**src/rtl/bcd_timer_pkg.sv**
```systemverilog
// bcd_timer_pkg: shared states, BCD constants and nibble clamp for the BCD countdown timer
package bcd_timer_pkg;
  typedef enum logic [1:0] {IDLE, RUN, PAUSE, EXPIRED} state_t;
  localparam logic [3:0] BCD_NINE = 4'd9;
  localparam logic [3:0] BCD_ZERO = 4'd0;
  localparam int NUM_DIGITS = 8;
  function automatic logic [3:0] clamp9(input logic [3:0] n);
    return (n > BCD_NINE) ? BCD_NINE : n;
  endfunction
endpackage

```
**src/rtl/bcd_digit_dec.sv**
```systemverilog
// bcd_digit_dec: combinational single BCD digit decrement with borrow
module bcd_digit_dec
  import bcd_timer_pkg::*;
(
  input  logic [3:0] digit,
  input  logic       borrow_in,
  output logic [3:0] digit_n,
  output logic       borrow_out
);
  assign borrow_out = borrow_in && (digit == BCD_ZERO);
  assign digit_n = !borrow_in ? digit : (digit == BCD_ZERO) ? BCD_NINE : digit - 4'd1;
endmodule

```
**src/rtl/bcd_countdown_timer.sv**
```systemverilog
// bcd_countdown_timer: loadable 8-digit BCD down-counter on the one_sec strobe
// with start/pause control, expiry flag, done pulse and optional auto-reload.
module bcd_countdown_timer
  import bcd_timer_pkg::*;
#(
  parameter logic AUTO_RELOAD = 1'b0
) (
  input  logic        clk,
  input  logic        reset,
  input  logic        one_sec,
  input  logic        load,
  input  logic [31:0] load_d,
  input  logic        start,
  input  logic        pause,
  output logic [3:0]  cnt_d0,
  output logic [3:0]  cnt_d1,
  output logic [3:0]  cnt_d2,
  output logic [3:0]  cnt_d3,
  output logic [3:0]  cnt_d4,
  output logic [3:0]  cnt_d5,
  output logic [3:0]  cnt_d6,
  output logic [3:0]  cnt_d7,
  output logic        running,
  output logic        expired,
  output logic        done,
  output logic        load_err
);
  state_t state, state_n;
  logic [31:0] cnt, cnt_n, rel, rel_n, lv, dec;
  logic [NUM_DIGITS:0] b;
  logic done_n, err_n, bad, is_zero, is_one;
  assign is_zero = (cnt == '0);
  assign is_one = (cnt == 32'h0000_0001);
  assign b[0] = one_sec && (state == RUN);
  for (genvar g = 0; g < NUM_DIGITS; g++) begin : g_dec
    bcd_digit_dec u_dec (
      .digit(cnt[4*g +: 4]),
      .borrow_in(b[g]),
      .digit_n(dec[4*g +: 4]),
      .borrow_out(b[g+1])
    );
  end
  always_comb begin
    bad = 1'b0;
    lv = '0;
    for (int i = 0; i < NUM_DIGITS; i++) begin
      lv[4*i +: 4] = clamp9(load_d[4*i +: 4]);
      bad = bad | (load_d[4*i +: 4] > BCD_NINE);
    end
  end
  // Priority: load > pause > start > one_sec; start in RUN falls through to the tick.
  always_comb begin
    state_n = state;
    cnt_n = cnt;
    rel_n = rel;
    done_n = 1'b0;
    err_n = 1'b0;
    if (load) begin
      cnt_n = lv;
      rel_n = lv;
      state_n = IDLE;
      err_n = bad;
    end else if (pause) begin
      state_n = (state == RUN) ? PAUSE : state;
    end else if (start && state != RUN) begin
      if (state == EXPIRED) begin
        cnt_n = (rel != '0) ? rel : cnt;
        state_n = (rel != '0) ? RUN : EXPIRED;
      end else begin
        state_n = is_zero ? EXPIRED : RUN;
        done_n = is_zero;
      end
    end else if (b[0]) begin
      if (is_one) begin
        done_n = 1'b1;
        cnt_n = AUTO_RELOAD ? rel : '0;
        state_n = AUTO_RELOAD ? RUN : EXPIRED;
      end else if (!b[NUM_DIGITS]) begin
        cnt_n = dec;
      end
    end
  end
  always_ff @(posedge clk or negedge reset) begin
    if (!reset) begin
      state <= IDLE;
      cnt <= '0;
      rel <= '0;
      running <= 1'b0;
      expired <= 1'b0;
      done <= 1'b0;
      load_err <= 1'b0;
    end else begin
      state <= state_n;
      cnt <= cnt_n;
      rel <= rel_n;
      running <= (state_n == RUN);
      expired <= (state_n == EXPIRED);
      done <= done_n;
      load_err <= err_n;
    end
  end
  assign cnt_d0 = cnt[3:0];
  assign cnt_d1 = cnt[7:4];
  assign cnt_d2 = cnt[11:8];
  assign cnt_d3 = cnt[15:12];
  assign cnt_d4 = cnt[19:16];
  assign cnt_d5 = cnt[23:20];
  assign cnt_d6 = cnt[27:24];
  assign cnt_d7 = cnt[31:28];
endmodule

```
**config.mk**
```make
export PLATFORM = sky130hd
export DESIGN_NAME = bcd_countdown_timer
export DESIGN_NICKNAME = d
export VERILOG_FILES = /design/src/rtl/bcd_timer_pkg.sv /design/src/rtl/bcd_digit_dec.sv /design/src/rtl/bcd_countdown_timer.sv
export SDC_FILE = /design/constraint.sdc
export NUM_CORES = 1
export LEC_CHECK = 0
export CAP_MARGIN = 20
export CELL_PAD_IN_SITES_DETAIL_PLACEMENT = 0
export CELL_PAD_IN_SITES_GLOBAL_PLACEMENT = 2
export CORE_ASPECT_RATIO = 0.5
export CORE_MARGIN = 2
export CORE_UTILIZATION = 32
export DETAILED_ROUTE_END_ITERATION = 7
export PLACE_DENSITY_LB_ADDON = 0.3
export SYNTH_ARGS = -nofsm -noshare
export SYNTH_HDL_FRONTEND = slang
export SYNTH_SLANG_ARGS = --single-unit
```
**constraint.sdc**
```tcl
create_clock -name clk -period 3.3 [get_ports clk]
set_input_delay 0.495 -clock clk [delete_from_list [all_inputs] [get_ports clk]]
set_output_delay 0.495 -clock clk [all_outputs]
set_load 0.01 [all_outputs]
```
== Word level (Yosys, flattened, before mapping) ==
Index checks and enable logic that the tools add are counted.
W data, S select, Z words.
Operators by class
  add/sub/neg operators: 8
  $mul: 0
  divide/modulo/power cells: 0
  $lt $le $gt $ge: 8
  equality and inequality tests: 10
  shift-type cells: 0
  multiplexer cells: 47
  bitwise gates (word level): 7
  reductions and logical operators: 36
Operators by type and width (number)
  $mux W32: 8
  $mux W4: 23
  $reduce_and A6 Y1: 7
  $eq A32 B1 Y1 const B: 1
  $gt A4 B4 Y1 const B: 8
  $logic_not A32 Y1: 1
  $logic_not A4 Y1: 8
  $reduce_bool A32 Y1: 1
  $sub A4 B1 Y4 const B: 8
  $reduce_bool A4 Y1: 7
  $mux W2: 9
  $logic_and A1 B1 Y1: 10
  $mux W1: 7
  $or A1 B1 Y1: 7
  $ne A3 B2 Y1 const B: 2
  $reduce_and A5 Y1: 1
  $eq A2 B1 Y1 const B: 2
  $eq A2 B2 Y1 const B: 2
  $ne A4 B4 Y1 const B: 1
  $reduce_bool A3 Y1: 1
  $ne A2 B1 Y1 const B: 1
  $ne A2 B2 Y1 const B: 1
Storage, ports and cells
  register bits: 70
  bits in latches: 0
  bits in writable memories: 0
  bits in read-only memories: 0
  bits of input ports: 38
  output and inout port bits: 36
  word-level logic and storage cells: 130
  memories: 0

== Depth between registers and ports, before layout ==
  depth after elaboration: 16
  depth in mapped cells: 10
  gate-level depth less buffers: 8

== Modules after synthesis ==
A second synthesis with hierarchy kept.
Second synthesis, totals
  cells, all modules: 435
  area, all modules: 4169.0 um2
By module, submodules not included
  bcd_countdown_timer: times used 1, cells an instance 347, area an instance 3538.4 um2, seq. area each 1751.7 um2
  bcd_digit_dec: times used 8, cells an instance 11, area an instance 78.8 um2, seq. area each 0.0 um2

== Worst setup path after synthesis ==
No wires, ideal clock.
  path kind: reg2reg
  start point: register cnt[12]
  end point: register cnt[26]
  library setup time: 0.121 ns
  arrival time: 2.448 ns
  required time: 3.179 ns
  slack: 0.731 ns
  stages on the path, launching flop included: 9
  buffers on the path: 0
  clock period less this slack: 2.569 ns
  cells stage by stage: dfrtp_1 -> inv_1 -> ha_1 -> nor3b_4 -> nand4_4 -> or3_1 -> a222oi_1 -> o21ai_1 -> a22o_1
Between the ends
  cells in the longest elaborated chain, start to end: 8
  elaborated cells between the ends (all ways): 15
  those cells by class: eq/ne (2); mux (5); reduce/logical (8)
Ends and longest elaborated chain
  start: declaration: line bcd_countdown_timer.sv:29  | logic [31:0] cnt, cnt_n, rel, rel_n, lv, dec;
  start signal: assignment: line bcd_countdown_timer.sv:94  | cnt <= cnt_n;
  parallel branches: the longest is 8 deep, another holds $eq A32 B1 Y1
Several ways; the timed one is not identified. The select of a mux whose other input is x is not followed.
A chain may end at the register's enable or synchronous reset.

== Final worst setup path ==
  start point: register cnt[12]
  end point: register cnt[15]
Between the ends
  cells in the longest elaborated chain, start to end: 9
  elaborated cells between the ends (all ways): 19
  those cells by class: add/sub (1); eq/ne (2); mux (8); reduce/logical (8)
Ends and longest elaborated chain
  $sub A4 B1 Y4 / $logic_not A4 Y1 (equally long branches): line bcd_digit_dec.sv:11, bcd_digit_dec.sv:10
  $mux W4 (2 in series): line bcd_digit_dec.sv:11  | assign digit_n = !borrow_in ? digit : (digit == BCD_ZERO) ? BCD_NINE : digit - 4'd1;
  $mux W32: line bcd_countdown_timer.sv:78  | end else if (!b[NUM_DIGITS]) begin
  $mux W32: line bcd_countdown_timer.sv:74  | if (is_one) begin
  $mux W32: line bcd_countdown_timer.sv:73  | end else if (b[0]) begin
  $mux W32: line bcd_countdown_timer.sv:65  | end else if (start && state != RUN) begin
  $mux W32: line bcd_countdown_timer.sv:63  | end else if (pause) begin
  $mux W32: line bcd_countdown_timer.sv:58  | if (load) begin
Parallel ways exist; a longest one is shown, timed or not. The select of a mux whose other input is x is not followed.

==> summary.md <==
| Metric | Value |
|---|---|
| Crit-path cells | `inv_1 > ha_1 > nor3b_4 > nand4_4 > nor2_1 > a32o_1 > nand2b_1 > mux2_2` |
| Pleak | `2.30 nW` |
| CTS buffer count | `9` |
| Setup bufs post-CTS | `0` |
| I/O pins | `74` |
| Clock Power Share | `33.2%` |
| Synth Warn # | `0` |
| Vias in the first global route | `3,805` |
| Power density over the cells | `547 nW/um^2` |
| Combinational power share | `28.9%` |
| Initial Utilization | `32.8%` |
| #FFs+latches synth | `70` |
| CTS H-tree depth | `3` |
| Longest Clk Path Bufs | `2` |
| Max cap viols | `0` |
| Syn Std Cell Area | `4170 sq um` |
| Top-count cell post-synth | `dfrtp_1` |
| CTS root buf | `clkbuf_16` |
| Top cell type by total area after synthesis | `dfrtp_1` |
| Hold Crit Class | `primary input to asynchronous set/reset pin` |
| Remaining DRCs | `0` |
| 1st-iter DRT viols | `284` |
| GRT overflow | `0` |
| DIE WIDTH | `165 microns` |
| R2r startpoint | `cnt[12]` |
| DRT Pass-1 Iters | `5` |
| Fillers | `1,288` |
| Initial antenna violation count | `0` |
| Via density per instance | `5.25` |
| ANT nets after route | `0` |
| Post-Syn Area per Cell | `8.82 sq um` |
| Synthesis-to-finish area growth | `31.2%` |
| Final Util | `43.0%` |
| Global-route wire length before repair | `21,200 microns` |
| CP startpoint | `cnt[12]` |
| Slew Limit Headroom | `59.1%` |
| Final setup vio count | `0` |
| Clk_skew | `7.74 ps` |
| Fin nets | `607` |
| Top cell type's share of synthesized area | `42.1%` |
| Cts-stage hold buffer count | `0` |
| Crit Path Category | `flop to flop` |
| Critical Path Source Type | `flop` |
| Crit end category | `flop` |
| Post-synth EDFFs | `0` |
| Worst Path Max Fanout | `11` |
| Synth cell types | `60` |
| Fin Setup TNS | `0 ps` |
| Clk sinks | `70` |
| Pint | `2.02 mW` |
| Critical Path Slowest Stage Cell | `a32o_1` |
| # rows | `29` |
| FMAX | `0.364 GHz` |
| Largest net degree at the start of global routing | `36` |
| Routability cong. | `0.859` |
| Slew @ Worst Pin | `608 ps` |
| Port Buffers | `73` |
| Top_reg_cell synth | `dfrtp_1` |
| Syn nets | `521` |
| Switching share of total power | `32.4%` |
| Die footprint | `14,000 sq um` |
| Final worst-path cycle share | `83.2%` |
| Final min period | `2740 ps` |
| Status | `finished, final reports clean` |
| Sequential share of power | `37.9%` |
| Share of cells above drive strength 1 | `11.0%` |
| Asr flop ratio synth | `100%` |
| CTS tree | `done` |
| Max VDD drop | `191 uV` |
| WL final | `13,000 microns` |
| Cts repair resizes | `0` |
| Top cells by area, synth | `dfrtp_1, o21ai_0, nand2_1` |
| CP Buf/Inv Count | `1` |
| Synth top cells by count | `dfrtp_1, o21ai_0, nand2_1, inv_1, nor2_1` |
| Cells after Synth | `472` |
| Latest clock arrival within the worst-skew pair | `340 ps` |
| Post-DP HPWL | `9860 microns` |
| Worst path arrival time | `2970 ps` |
| Post-route cell area | `5470 sq um` |
| Hold Vio Cnt, Final | `0` |
| Top Family by Delay on Critical Path | `simple AND/OR/NAND/NOR gates` |
| Crit path required time | `3530 ps` |
| Tot GR Track Use | `20.0%` |
| Seq/Total Area, Yosys | `42.1%` |
| RSZ-0062 raised after global routing | `false` |
| Routed len/inst | `17.8 microns` |
| CTS clock-pin slew for the worst setup and hold paths | `60 ps` |
| Via count | `3,849` |
| Max-slew violations | `0` |
| Core area | `12,700 sq um` |
| Net Switching | `0.968 mW` |
| Die Span Y | `84.7 microns` |
| Diode count | `0` |
| Cell Area, Placed | `5160 sq um` |
| Slowest stage delay, CP | `510 ps` |
==> routing by layer <==
metal	global-route usage, %	part of all wire, %
met3	3.80	4.2
met2	30.0	43
met4	4.94	0.94
met5	0	0
met1	29.7	52
==> placed cells by master, fill, tap and decap left out, types with 4 or more instances in the layout <==
cell             instances
clkdlybuf4s50_1         71
dfrtp_1                 70
o21ai_0                 54
nand2_1                 48
inv_1                   44
nor2_1                  39
a21oi_1                 26
buf_4                   20
o31ai_1                 16
nor3_1                  13
mux2_2                  13
ha_1                    11
nor4_1                   9
clkbuf_16                9
a31oi_1                  8
nand4_1                  6
o21a_1                   6
nand2b_1                 5
clkbuf_8                 5
nor2b_1                  4
nor3b_4                  4
nor3b_1                  4
and2_1                   4
o32a_1                   4
==> layout make-up <==
| type | instances | area (sq um) | area share [%] |
|---|---|---|---|
| sequential | 70 | 1750 | 32.1 |
| inverter | 45 | 169 | 3.09 |
| clock inverter | 2 | 12.5 | 0.229 |
| timing repair buffer | 93 | 871 | 15.9 |
| multi-input combinational | 339 | 2150 | 39.4 |
| clock buffer | 14 | 294 | 5.38 |
| tap | 170 | 213 | 3.89 |
==> cell families after synthesis <==
kind of cell / Yosys count / share of synthesized area (%)
mux: 14 / 3.75
fa+ha+maj: 11 / 3.30
simple gates: 159 / 20.5
compound gates: 155 / 24.0
flops: 70 / 42.1
buf+inv: 63 / 6.31
==> final timing paths <==
check / cells past startpoint / slack (ps) / endpoint
max in group asynchronous: 2 / 2450 / cnt[24]
worst max register to register: 8 / 560 / cnt[15]
worst max-delay path: 8 / 560 / cnt[15]
worst min-delay path: 1 / 100 / cnt[13]
worst min register to register: 2 / 500 / rel[26]
min in group clk: 2 / 500 / rel[26]
==> state kept, by name, indices dropped and copies added, names as in the netlist <==
signal,flops
cnt,32
rel,32
state,2
done,1
expired,1
load_err,1
running,1
==> metrics by stage <==
stage	cells	hold slack [ps]	total power [mW]	setup slack, ps
4_1_cts	733	110	3.02	561
3_5_place_dp	717	477	2.01	447
5_1_grt	733	127	3.17	347
2_1_floorplan	472	199	1.59	731
6_report	733	98.5	2.99	556
3_3_place_gp	717	469	2.02	501
==> power groups by stage <==
stage / registers [mW] / logic (mW) / clock network, mW
global route: 1.16 / 0.964 / 1.05
global placement: 1.15 / 0.868 / 0
CTS: 1.14 / 0.869 / 1.02
floorplan: 1.15 / 0.441 / 0
finish: 1.13 / 0.863 / 0.993
detailed placement: 1.15 / 0.861 / 0
Note: power is estimated with default switching activity, not from simulation.
